File: config.mk
export PLATFORM = sky130hd
export DESIGN_NAME = btn_debouncer
export DESIGN_NICKNAME = d
export VERILOG_FILES = /design/src/rtl/btn_debounce_pkg.sv /design/src/rtl/btn_debouncer_sync_chain.sv /design/src/rtl/btn_debouncer.sv
export SDC_FILE = /design/constraint.sdc
export NUM_CORES = 1
export LEC_CHECK = 0
export CORE_MARGIN = 2
export CORE_UTILIZATION = 58
export DETAILED_ROUTE_END_ITERATION = 12
export PLACE_DENSITY = 0.84
export REMOVE_ABC_BUFFERS = 1
export SYNTH_ARGS = -nofsm -noshare
export SYNTH_HDL_FRONTEND = slang
export SYNTH_SLANG_ARGS = --single-unit
File: constraint.sdc
create_clock -name clk -period 2.4 [get_ports clk]
set_input_delay 0.36 -clock clk [delete_from_list [all_inputs] [get_ports clk]]
set_output_delay 0.36 -clock clk [all_outputs]
set_load 0.02 [all_outputs]
File: src/rtl/btn_debounce_pkg.sv
// Shared types and default constants for the push-button debouncer.
// The FSM state type lives here so that the top level and any future
// debouncer variants agree on the encoding.
package btn_debounce_pkg;

  // 10 ms of stable input at a 100 MHz system clock
  localparam int DEFAULT_DEBOUNCE_CYCLES = 1000000;
  // Two flops are the usual minimum for metastability settling
  localparam int DEFAULT_SYNC_STAGES     = 2;
  // Half a second between auto-repeat pulses at 100 MHz
  localparam int DEFAULT_REPEAT_CYCLES   = 50000000;

  // Two stable states, each paired with a qualifying state for the opposite level
  typedef enum logic [1:0] {
    STABLE_LOW  = 2'b00,
    WAIT_HIGH   = 2'b01,
    STABLE_HIGH = 2'b10,
    WAIT_LOW    = 2'b11
  } btn_state_e;

  // The debounced level is high while accepted-high, including while
  // a release is still being qualified
  function automatic logic level_of(input btn_state_e s);
    return (s == STABLE_HIGH) || (s == WAIT_LOW);
  endfunction

endpackage

File: src/rtl/btn_debouncer_sync_chain.sv
// Generic multi-flop synchronizer for asynchronous single-bit inputs
// (push-buttons, slide switches). Only the last stage should be used
// by downstream logic.
module sync_chain #(
  parameter int STAGES = 2
) (
  input  logic clk,
  input  logic reset,
  input  logic d,
  output logic q
);

  logic [STAGES-1:0] stage_q;
  logic [STAGES-1:0] stage_d;

  // Shift the raw input in at the bottom; the top bit is the settled value
  always_comb begin
    stage_d = {stage_q[STAGES-2:0], d};
  end

  // Chain registers, cleared so a held button looks like a fresh press after reset
  always_ff @(posedge clk) begin
    if (reset) begin
      stage_q <= '0;
    end else begin
      stage_q <= stage_d;
    end
  end

  assign q = stage_q[STAGES-1];

endmodule

File: src/rtl/btn_debouncer.sv
// Push-button debouncer: synchronizer, four-state qualify FSM and
// registered edge pulses. Optional auto-repeat while held is enabled
// by defining the macro BTN_REPEAT_EN; without it btn_repeat is tied 0
// and no repeat counter exists.
module btn_debouncer
  import btn_debounce_pkg::*;
#(
  parameter int DEBOUNCE_CYCLES = DEFAULT_DEBOUNCE_CYCLES,
  parameter int SYNC_STAGES     = DEFAULT_SYNC_STAGES,
  parameter int REPEAT_CYCLES   = DEFAULT_REPEAT_CYCLES
) (
  input  logic clk,
  input  logic reset,
  input  logic btn,
  output logic btn_level,
  output logic btn_rise,
  output logic btn_fall,
  output logic btn_repeat
);

  localparam int CNT_W = $clog2(DEBOUNCE_CYCLES + 1);
  localparam logic [CNT_W-1:0] CNT_MAX = CNT_W'(DEBOUNCE_CYCLES);
  localparam logic [CNT_W-1:0] CNT_ONE = CNT_W'(1);

  // Reject configurations the counters cannot represent sensibly
  if (DEBOUNCE_CYCLES < 2) begin : g_bad_debounce
    $error("btn_debouncer: DEBOUNCE_CYCLES must be >= 2");
  end
  if (SYNC_STAGES < 2) begin : g_bad_sync
    $error("btn_debouncer: SYNC_STAGES must be >= 2");
  end
  if (REPEAT_CYCLES < 2) begin : g_bad_repeat
    $error("btn_debouncer: REPEAT_CYCLES must be >= 2");
  end

  logic       sync;
  btn_state_e state_q;
  btn_state_e state_d;
  logic [CNT_W-1:0] cnt_q;
  logic [CNT_W-1:0] cnt_d;
  logic       rise_q;
  logic       rise_d;
  logic       fall_q;
  logic       fall_d;

  sync_chain #(
    .STAGES (SYNC_STAGES)
  ) u_sync (
    .clk   (clk),
    .reset (reset),
    .d     (btn),
    .q     (sync)
  );

  // Qualify level changes: a new level must persist for the full count
  // before it is accepted; any reversion during qualification drops back
  // silently. The counter saturates at CNT_MAX, so it never wraps.
  always_comb begin
    state_d = state_q;
    cnt_d   = cnt_q;
    rise_d  = 1'b0;
    fall_d  = 1'b0;
    case (state_q)
      STABLE_LOW: begin
        if (sync) begin
          state_d = WAIT_HIGH;
          cnt_d   = CNT_ONE;
        end
      end
      WAIT_HIGH: begin
        if (!sync) begin
          state_d = STABLE_LOW;
        end else if (cnt_q < CNT_MAX) begin
          cnt_d = cnt_q + CNT_ONE;
        end else begin
          state_d = STABLE_HIGH;
          rise_d  = 1'b1;
        end
      end
      STABLE_HIGH: begin
        if (!sync) begin
          state_d = WAIT_LOW;
          cnt_d   = CNT_ONE;
        end
      end
      WAIT_LOW: begin
        if (sync) begin
          state_d = STABLE_HIGH;
        end else if (cnt_q < CNT_MAX) begin
          cnt_d = cnt_q + CNT_ONE;
        end else begin
          state_d = STABLE_LOW;
          fall_d  = 1'b1;
        end
      end
      default: begin
        state_d = STABLE_LOW;
      end
    endcase
  end

  // FSM, qualify counter and edge pulse registers
  always_ff @(posedge clk) begin
    if (reset) begin
      state_q <= STABLE_LOW;
      cnt_q   <= '0;
      rise_q  <= 1'b0;
      fall_q  <= 1'b0;
    end else begin
      state_q <= state_d;
      cnt_q   <= cnt_d;
      rise_q  <= rise_d;
      fall_q  <= fall_d;
    end
  end

  assign btn_level = level_of(state_q);
  assign btn_rise  = rise_q;
  assign btn_fall  = fall_q;

`ifdef BTN_REPEAT_EN
  localparam int REP_W = $clog2(REPEAT_CYCLES);
  localparam logic [REP_W-1:0] REP_LAST = REP_W'(REPEAT_CYCLES - 1);
  localparam logic [REP_W-1:0] REP_ONE  = REP_W'(1);

  logic [REP_W-1:0] rep_cnt_q;
  logic [REP_W-1:0] rep_cnt_d;
  logic             repeat_q;
  logic             repeat_d;

  // Count only while the button stays accepted-high; leaving STABLE_HIGH
  // (including into WAIT_LOW) clears the count, so no pulse can land in
  // WAIT_LOW or coincide with a rise/fall pulse
  always_comb begin
    rep_cnt_d = '0;
    repeat_d  = 1'b0;
    if ((state_q == STABLE_HIGH) && (state_d == STABLE_HIGH)) begin
      if (rep_cnt_q == REP_LAST) begin
        repeat_d = 1'b1;
      end else begin
        rep_cnt_d = rep_cnt_q + REP_ONE;
      end
    end
  end

  // Repeat counter and pulse register
  always_ff @(posedge clk) begin
    if (reset) begin
      rep_cnt_q <= '0;
      repeat_q  <= 1'b0;
    end else begin
      rep_cnt_q <= rep_cnt_d;
      repeat_q  <= repeat_d;
    end
  end

  assign btn_repeat = repeat_q;
`else
  assign btn_repeat = 1'b0;
`endif

endmodule

[After elaboration in Yosys (flattened, before gate mapping)]
Index checks and enable logic that the tools add are counted.
Storage, ports and cells
  latch bits: 0
  word-level logic and storage cells: 39
  register bits: 26
  bits in writable memories: 0
  input port bits: 3
  memories: 0
  ROM bits: 0
Operators by class
  equality and inequality tests: 9
  shifts and indexed selects: 0
  reduce and logical (&&, ||, !) cells: 6
  div/mod/pow operators: 0
  $add $sub $neg: 1
  bitwise gates (word level): 3
  mux-type cells: 14
  $lt $le $gt $ge: 1
  multiply operators: 0
Operators by type and width (number)
  $mux 20: 5
  $pmux 20 s4: 1
  $add 20x1->20 const B: 1
  $lt 20x20->1 const B: 1
  $mux 2: 6
  $pmux 2 s4: 1
  $reduce_and 4->1: 2
  $reduce_or 3->1: 2
  $eq 2x2->1 const B: 2
  $ne 2x1->1 const B: 2
  $ne 2x2->1 const B: 2
  $ne 3x2->1 const B: 1
  $ne 3x3->1 const B: 1
  $not 1->1: 3
  $eq 2x1->1 const B: 1
  $logic_not 2->1: 1
  $logic_or 1x1->1: 1
  $mux 1: 1

[Logic depth before layout (Yosys ltp)]
Gate-level depths: netlist of run 1.
  depth in word-level cells: 4
  gate-level depth with buffers: 7
  mapped depth without buffers: 5

[By module]
Synthesis of run 1 repeated with hierarchy kept, for this count alone.
Unflattened totals
  cell total of the unflattened synthesis: 153
  area, all modules: 1345.0 um^2
Modules (own cells, without submodules)
  btn_debouncer: cells each 149, seq. area each 480.5 um^2, area each 1292.5 um^2, instances 1
  sync_chain: cells each 4, seq. area each 40.0 um^2, area each 52.6 um^2, instances 1

[Least setup slack after synthesis of run 1]
Ideal clock, no wire load.
  path kind: register to register
  start: register cnt_q[6]
  end: register cnt_q[16]
  buffers on the path: 1
  arrival time: 1.601 ns
  period minus slack after synthesis: 1.675 ns
  required time: 2.326 ns
  setup time: 0.074 ns
  cell stages (with the launch flop): 7
  slack: 0.725 ns
  path through: dfxtp_1 o31ai_2 nand3_2 a2111oi_4 buf_6 a41oi_2 a31oi_1
Between the ends
  cells in the longest elaborated chain, start to end: 4
  elaborated cells between the ends (all ways): 6
  those cells by class: 1 x add/sub; 1 x order compare; 4 x mux
Ends and longest elaborated chain
  start, declared: line btn_debouncer.sv:39  | logic [CNT_W-1:0] cnt_q;
  start signal, assigned: line btn_debouncer.sv:111  | cnt_q <= cnt_d;
  $add 20x1->20 / $lt 20x20->1 (equally long branches)
  $mux 20 (*): line btn_debouncer.sv:73, btn_debouncer.sv:89
  $mux 20 (on tied branches): line btn_debouncer.sv:87, btn_debouncer.sv:71
  $pmux 20 s4 (*): line btn_debouncer.sv:63  | case (state_q)
Every way passes the cells marked *; elsewhere a longest branch is shown, timed or not. The select of a mux whose other input is x is not followed.
A chain may end at the register's enable or synchronous reset.

[Worst setup path after layout of run 1]
  start: register cnt_q[15]
  end: register cnt_q[15]
The elaborated chain is that of the path after synthesis.

==> impl_results.md, run 1 <==
* Nets@finish at 168
* Setup Skew at 0.00924 ns
* FILL cells at 198
* Async SR Flop Fraction at 0
* Main flop type after synthesis: dfxtp_1
* I/O Buffers at 5
* WL per Instance at 15.6 um
* Die Width at 53.1 um
* Pre-antenna DRT Iters at 4
* Final WL at 2980 um
* Simple logic cell fraction of the synthesized area at 0.298
* Maxcap violations at 0
* Core Region at 2250 um2
* Synth Area in Compound Gates at 0.225
* Dpl cells at 187
* Power per cell area at 470 nW/um2
* Post-cts hold buffer count at 0
* Largest family of logic cells by synthesized area: simple AND/OR/NAND/NOR gates
* DRT antenna net count at 0
* Vias in the first global route at 1131
* Sequential share of the synthesized area at 0.372
* Routability cong. at 0.856
* Post-CTS Setup Inserts at 0
* Via Count at 1220
* Static Leak at 0.466 nW
* First-pass GRT wire length at 5110 um
* CTS tree: done
* Die Span Y at 53.1 um
* Fmax at 0.503 GHz
* DRC violations left at 0
* EDFF count, synth at 0
* Post-route insts no fill at 191
* RSZ-0062 raised after global routing: no
* Clock Latency Late Sink at 0.33 ns
* Hold Vio Cnt, Final at 0
* Clock Path Buffers at 2
* Die area at 2820 um2
* Hold/Removal Path Class: reg2reg
* N_diodes at 0
* Area of the multi-input gates at 812 um2
* Layout cells sized above 1 at 0.110
* Mux contribution to synthesized area at 0.00716
* Layout area overhead at 6.08%
* CTS Root Cell: clkbuf_4
* Worst endpoint data arrival time at 2.25 ns
* Outcome: completed
* Flip-flop and latch area at 520 um2
* XOR/XNOR Fraction of Synth Area at 0.0385
* Clk sinks at 26
* Peak supply drop at 0.304 mV
* Initial drt markers at 63
* Post-CTS sizing at 0
* Pin count of the biggest net entering global routing at 16
* CTS buffer count at 3
* Setup_tns at 0 ns
* Detail Placement HPWL at 2150 um
* Post-placement cell area at 1450 um2
* Final setup vio count at 0
* Reg clk slew, reported paths at 0.13 ns
* Final core occ at 0.658
* Final Max Tran Viols at 0
* Avg Inst Size Synth at 8.85 um2
* Crit Path Class: reg2reg
* I/O pin count at 7
* Crit start category: flop
* Mapped Cells at 158
* Fin crit share at 0.828
* Critical Path End Type: flop
* Unique masters post-synth at 48
* Synth Area in Adders at 0.00894
* Synth Cell Area at 1400 um2
* Row Count at 17
* FF+latch count, synth at 26
* Maximum fanout along the worst path at 15
* Vias per cell at 6.39
* H-tree depth at 1
* Initial antenna violation count at 0
* Tmin final at 1.99 ns
* GRT Util Overall at 0.245
* Worst EP required at 2.66 ns
* Initial Util at 0.620
* Synth warnings at 0
* Total gr overflow at 0
* Final non-filler cell area at 1480 um2
sequential cells by signal, summed over array words and instances (netlist names), named ones only:
register / flops
btn_fall: 1
state_q: 1
cnt_q: 20
u_sync.stage_q: 2
btn_rise: 1
where the power goes:
| part | internal (W) | leakage [nW] | switching [W] |
|---|---|---|---|
| combinational | 0.0000104 | 0.235 | 0.0000189 |
| sequential | 0.000435 | 0.210 | 0.00000547 |
| clock | 0.0000930 | 0.0210 | 0.000134 |
metal layers:
layer  vias to the layer above  GRT usage  routed length, um
met1                       570      0.336               1410
met4                         0     0.0855                 27
li1                        604          -                  -
met5                         -          0                  0
met2                        42      0.398               1400
met3                         4     0.0254                141
synthesized netlist by cell type (3+ instances only):
library cell  instances  area share
nor2_1                7       0.019
o31ai_1               3       0.016
nand3_1              12       0.043
dfxtp_1              26        0.37
o21ai_0               6       0.021
or3_1                 6       0.027
nor3b_1               4       0.021
nand2_1              11       0.030
buf_6                 3       0.024
o211ai_1              3       0.016
nand4_1               8       0.036
a31oi_1               6       0.027
inv_1                 4       0.011
and3_1                4       0.018
a21oi_1              15       0.054
logic make-up after synthesis:
kind of cell	Yosys count
xor+xnor	4
fa+ha+maj	1
mux	1
flops	26
simple gates	72
other cells	1
compound gates	43
buf+inv	10
area by class of cell:
cell class,instances,area share
Tap cell,28,0.0236
Sequential cell,26,0.351
Inverter,4,0.0101
Clock buffer,4,0.0245
Multi-Input combinational cell,122,0.547
Timing Repair Buffer,7,0.0438
cells in the final DEF (no fill, tap or decap), types with 2 or more instances in the layout:
| master | synthesis | final |
|---|---|---|
| nor4_1 | 2 | 2 |
| buf_4 | 1 | 2 |
| clkdlybuf4s50_1 | 0 | 5 |
| and3_1 | 4 | 4 |
| a31oi_1 | 6 | 6 |
| inv_1 | 4 | 4 |
| nor3b_1 | 4 | 4 |
| or4_1 | 2 | 2 |
| or2b_1 | 2 | 2 |
| a21oi_1 | 15 | 15 |
| o21ai_0 | 6 | 6 |
| xnor2_1 | 2 | 2 |
| or3_1 | 6 | 6 |
| nand2b_1 | 2 | 2 |
| dfxtp_1 | 26 | 26 |
| nor2_1 | 7 | 7 |
| o211ai_1 | 3 | 3 |
| o31ai_1 | 3 | 3 |
| clkbuf_4 | 0 | 3 |
| nor2b_1 | 2 | 2 |
| nand4_1 | 8 | 8 |
| and3_2 | 2 | 2 |
| nand3_1 | 12 | 12 |
| nand2_1 | 11 | 11 |
final timing paths:
| path | depth (start not counted) | slack, ns | to | startpoint |
|---|---|---|---|---|
| worst min register to register | 1 | 0.47 | u_sync.stage_q[1] | u_sync.stage_q[0] |
| worst max register to register | 6 | 0.41 | cnt_q[15] | cnt_q[15] |
| worst min-delay path | 1 | 0.47 | u_sync.stage_q[1] | u_sync.stage_q[0] |
| worst max-delay path | 6 | 0.41 | cnt_q[15] | cnt_q[15] |
per-stage QoR:
step	worst slack (ns)	total power [W]	hold WS (ns)
4_1_cts	0.434	0.000697	0.467
2_1_floorplan	0.526	0.000465	0.414
3_3_place_gp	0.566	0.000477	0.419
5_1_grt	0.240	0.000716	0.477
3_5_place_dp	0.492	0.000479	0.448
6_report	0.414	0.000697	0.466
critical path, stage by stage, from the launching register on:
cell	delay, ns
dfxtp_1	0.41
nor3_1	0.31
nand3_2	0.23
a2111oi_4	0.32
buf_4	0.24
or2b_1	0.24
a31oi_1	0.17
Power figures use the tool's default switching activity.
==> run 2, diff against run 1 <==
--- a/config.mk
+++ b/config.mk
@@ -6,9 +6,9 @@
 export NUM_CORES = 1
 export LEC_CHECK = 0
 export CORE_MARGIN = 2
-export CORE_UTILIZATION = 58
+export CORE_UTILIZATION = 52
 export DETAILED_ROUTE_END_ITERATION = 12
-export PLACE_DENSITY = 0.84
+export PLACE_DENSITY = 0.8
 export REMOVE_ABC_BUFFERS = 1
 export SYNTH_ARGS = -nofsm -noshare
 export SYNTH_HDL_FRONTEND = slang
==> constraint.sdc (replaced) <==
create_clock -name clk -period 1.8 [get_ports clk]
set_input_delay 0.27 -clock clk [delete_from_list [all_inputs] [get_ports clk]]
set_output_delay 0.27 -clock clk [all_outputs]
set_load 0.02 [all_outputs]
==> impl_results.md, run 2 (synthesized netlist as in run 1, its figures left out) <==
* CTS tree: done
* RSZ-0062 raised after global routing: yes
* Vias in the first global route at 1219 (+7.8%)
* Commonest non-fill, non-tap cells in the layout: buf_4 (25), dfxtp_1 (19), a21oi_1 (14)
* Clock Latency Late Sink at 0.34 ns (about the same)
* Via Count at 1378 (+13%)
* Biggest regs: cnt_q (20), u_sync.stage_q (2)
* DRC violations left at 0 (unchanged)
* GRT Util Overall at 0.237 (-0.00804)
* Tmin final at 1.77 ns (-0.215 ns)
* Fmax at 0.564 GHz (+12%)
* Initial antenna violation count at 0 (unchanged)
* Final Max Tran Viols at 0 (unchanged)
* FILL cells at 197 (-0.51%)
* Switching share of power at 0.217 (-0.0106)
* Crit start category: flop
* Maximum fanout along the worst path at 7 (-8)
* Worst EP required at 2.09 ns (-0.57 ns)
* Final WL at 3710 um (+25%)
* Die Span Y at 55.9 um (+5.2%)
* Most common cell after layout, fill and taps aside: buf_4
* I/O Buffers at 5 (unchanged)
* Die Width at 55.9 um (+5.2%)
* WL per Instance at 17.1 um (+9.8%)
* Final setup vio count at 0 (unchanged)
* Clock Path Buffers at 2 (unchanged)
* Worst path depth at 6 (unchanged)
* Cell internal pwr at 0.000821 W (+53%)
* Core Region at 2520 um2 (+12%)
* CTS Root Cell: clkbuf_4
* Detail Placement HPWL at 2490 um (+16%)
* N_diodes at 0 (unchanged)
* CTS buffer count at 3 (unchanged)
* DRT antenna net count at 0 (unchanged)
* Final non-filler cell area at 1740 um2 (+18%)
* Total gr overflow at 0 (unchanged)
* Hold Vio Cnt, Final at 0 (unchanged)
* Max reg flops at 20 (unchanged)
* Setup_tns at 0 ns (unchanged)
* Post-placement cell area at 1590 um2 (+10%)
* Critical Path End Type: flop
* Setup Skew at 0.00937 ns (+0.000131 ns)
* H-tree depth at 1 (unchanged)
* Comb pwr share at 0.047 (+0.005)
* Row Count at 18 (+1)
* Crit Path Class: reg2reg
* I/O pin count at 7 (unchanged)
* Initial Util at 0.555 (-0.0659)
* Area of the multi-input gates at 867 um2 (+6.8%)
* Fin crit share at 0.984 (+0.157)
* Outcome: completed
* Vias per cell at 6.35 (-0.58%)
* Hold/Removal Path Class: reg2reg
* Critical-path cell with the highest stage delay: nor4_1
* Initial drt markers at 65 (+3.2%)
* Clock share of power at 0.398 (+0.072)
* Reg clk slew, reported paths at 0.15 ns (+0.02 ns)
* Pre-antenna DRT Iters at 4 (unchanged)
* Peak supply drop at 0.601 mV (+98%)
* Layout area overhead at 24.7%
* Crit-path leading delay family: simple AND/OR/NAND/NOR gates
* Worst endpoint data arrival time at 2.07 ns (-0.18 ns)
* Seq pwr share at 0.555 (-0.077)
* Worst reg2reg path depth at 6 (unchanged)
* First-pass GRT wire length at 5850 um (+15%)
* Power per cell area at 601 nW/um2 (+28%)
* Nets@finish at 192 (+14%)
* Post-Place Worst Slack at 0.0257 ns (-0.466 ns)
* Maxcap violations at 0 (unchanged)
* Die area at 3120 um2 (+11%)
* Clk sinks at 26 (unchanged)
* Flip-flop and latch area at 534 um2 (+2.6%)
* Routability cong. at 0.836 (-2.3%)
* Cells along the critical path: buf_4, nand4_1, nor4_1, and3_1, xor2_1, a22o_1
* Crit-path max cell delay at 0.43 ns (+0.02 ns)
* PnR worst setup slack at 0.0284 ns (-0.385 ns)
* Layout cells sized above 1 at 0.294 (+0.184)
* Worst hold path stage count at 1 (unchanged)
* Largest register by flop count: cnt_q
* NetSw at 0.000228 W (+43%)
* Buffers and inverters on the worst path at 1 (unchanged)
* Pin count of the biggest net entering global routing at 16 (unchanged)
* Static Leak at 0.615 nW (+32%)
* Final core occ at 0.691 (+0.0333)
run 2: changes by cell type in the layout (fill, tap and decap cells not counted), moves of 2 or more:
cell / delta
buf_4: +23
dfxtp_1: -7
dfxtp_2: +5
dfxtp_4: +2
run 2: power groups by stage:
stage | sequential [W] | combinational [W] | clock [W]
after floorplan | 0.000598 | 0.0000223 | 0
after global placement | 0.000598 | 0.0000444 | 0
after detailed placement | 0.000598 | 0.0000460 | 0
after CTS | 0.000585 | 0.0000468 | 0.000410
after global routing | 0.000583 | 0.0000531 | 0.000441
final | 0.000582 | 0.0000492 | 0.000418
run 2: metrics by stage:
step | hold WS [ns] | power, W | std cells
5_1_grt | 0.470 | 0.00108 | 217
2_1_floorplan | 0.339 | 0.000620 | 152
4_1_cts | 0.459 | 0.00104 | 213
3_5_place_dp | 0.428 | 0.000644 | 208
3_3_place_gp | 0.418 | 0.000642 | 208
6_report | 0.458 | 0.00105 | 217
run 2: worst paths after layout:
kind | from | endpoint | slack [ns]
hold reg to reg | u_sync.stage_q[0] | u_sync.stage_q[1] | 0.46
setup / recovery | cnt_q[6] | cnt_q[17] | 0.03
hold / removal | u_sync.stage_q[0] | u_sync.stage_q[1] | 0.46
setup reg to reg | cnt_q[6] | cnt_q[17] | 0.03
run 2: metal layers:
metal / routed length, um / GRT usage
met3: 186 / 0.0488
met2: 1880 / 0.412
met5: 0 / 0
met1: 1600 / 0.309
met4: 40 / 0.0374
run 2: timing repair:
action                                  CTS  global route
pin swaps                                 4             4
endpoints found under the setup margin    2            15
buffers inserted                          1             3
gates cloned                              0             1
gates resized for setup                   6            12
hold buffers                              0             0
run 2: layout make-up:
class,count,area share
multi-input cells,123,0.497
flip-flops and latches,26,0.306
repair buffers,30,0.136
well taps,30,0.0215
clock inverters,1,0.0172
clock buffers,3,0.0129
inverters,4,0.00861
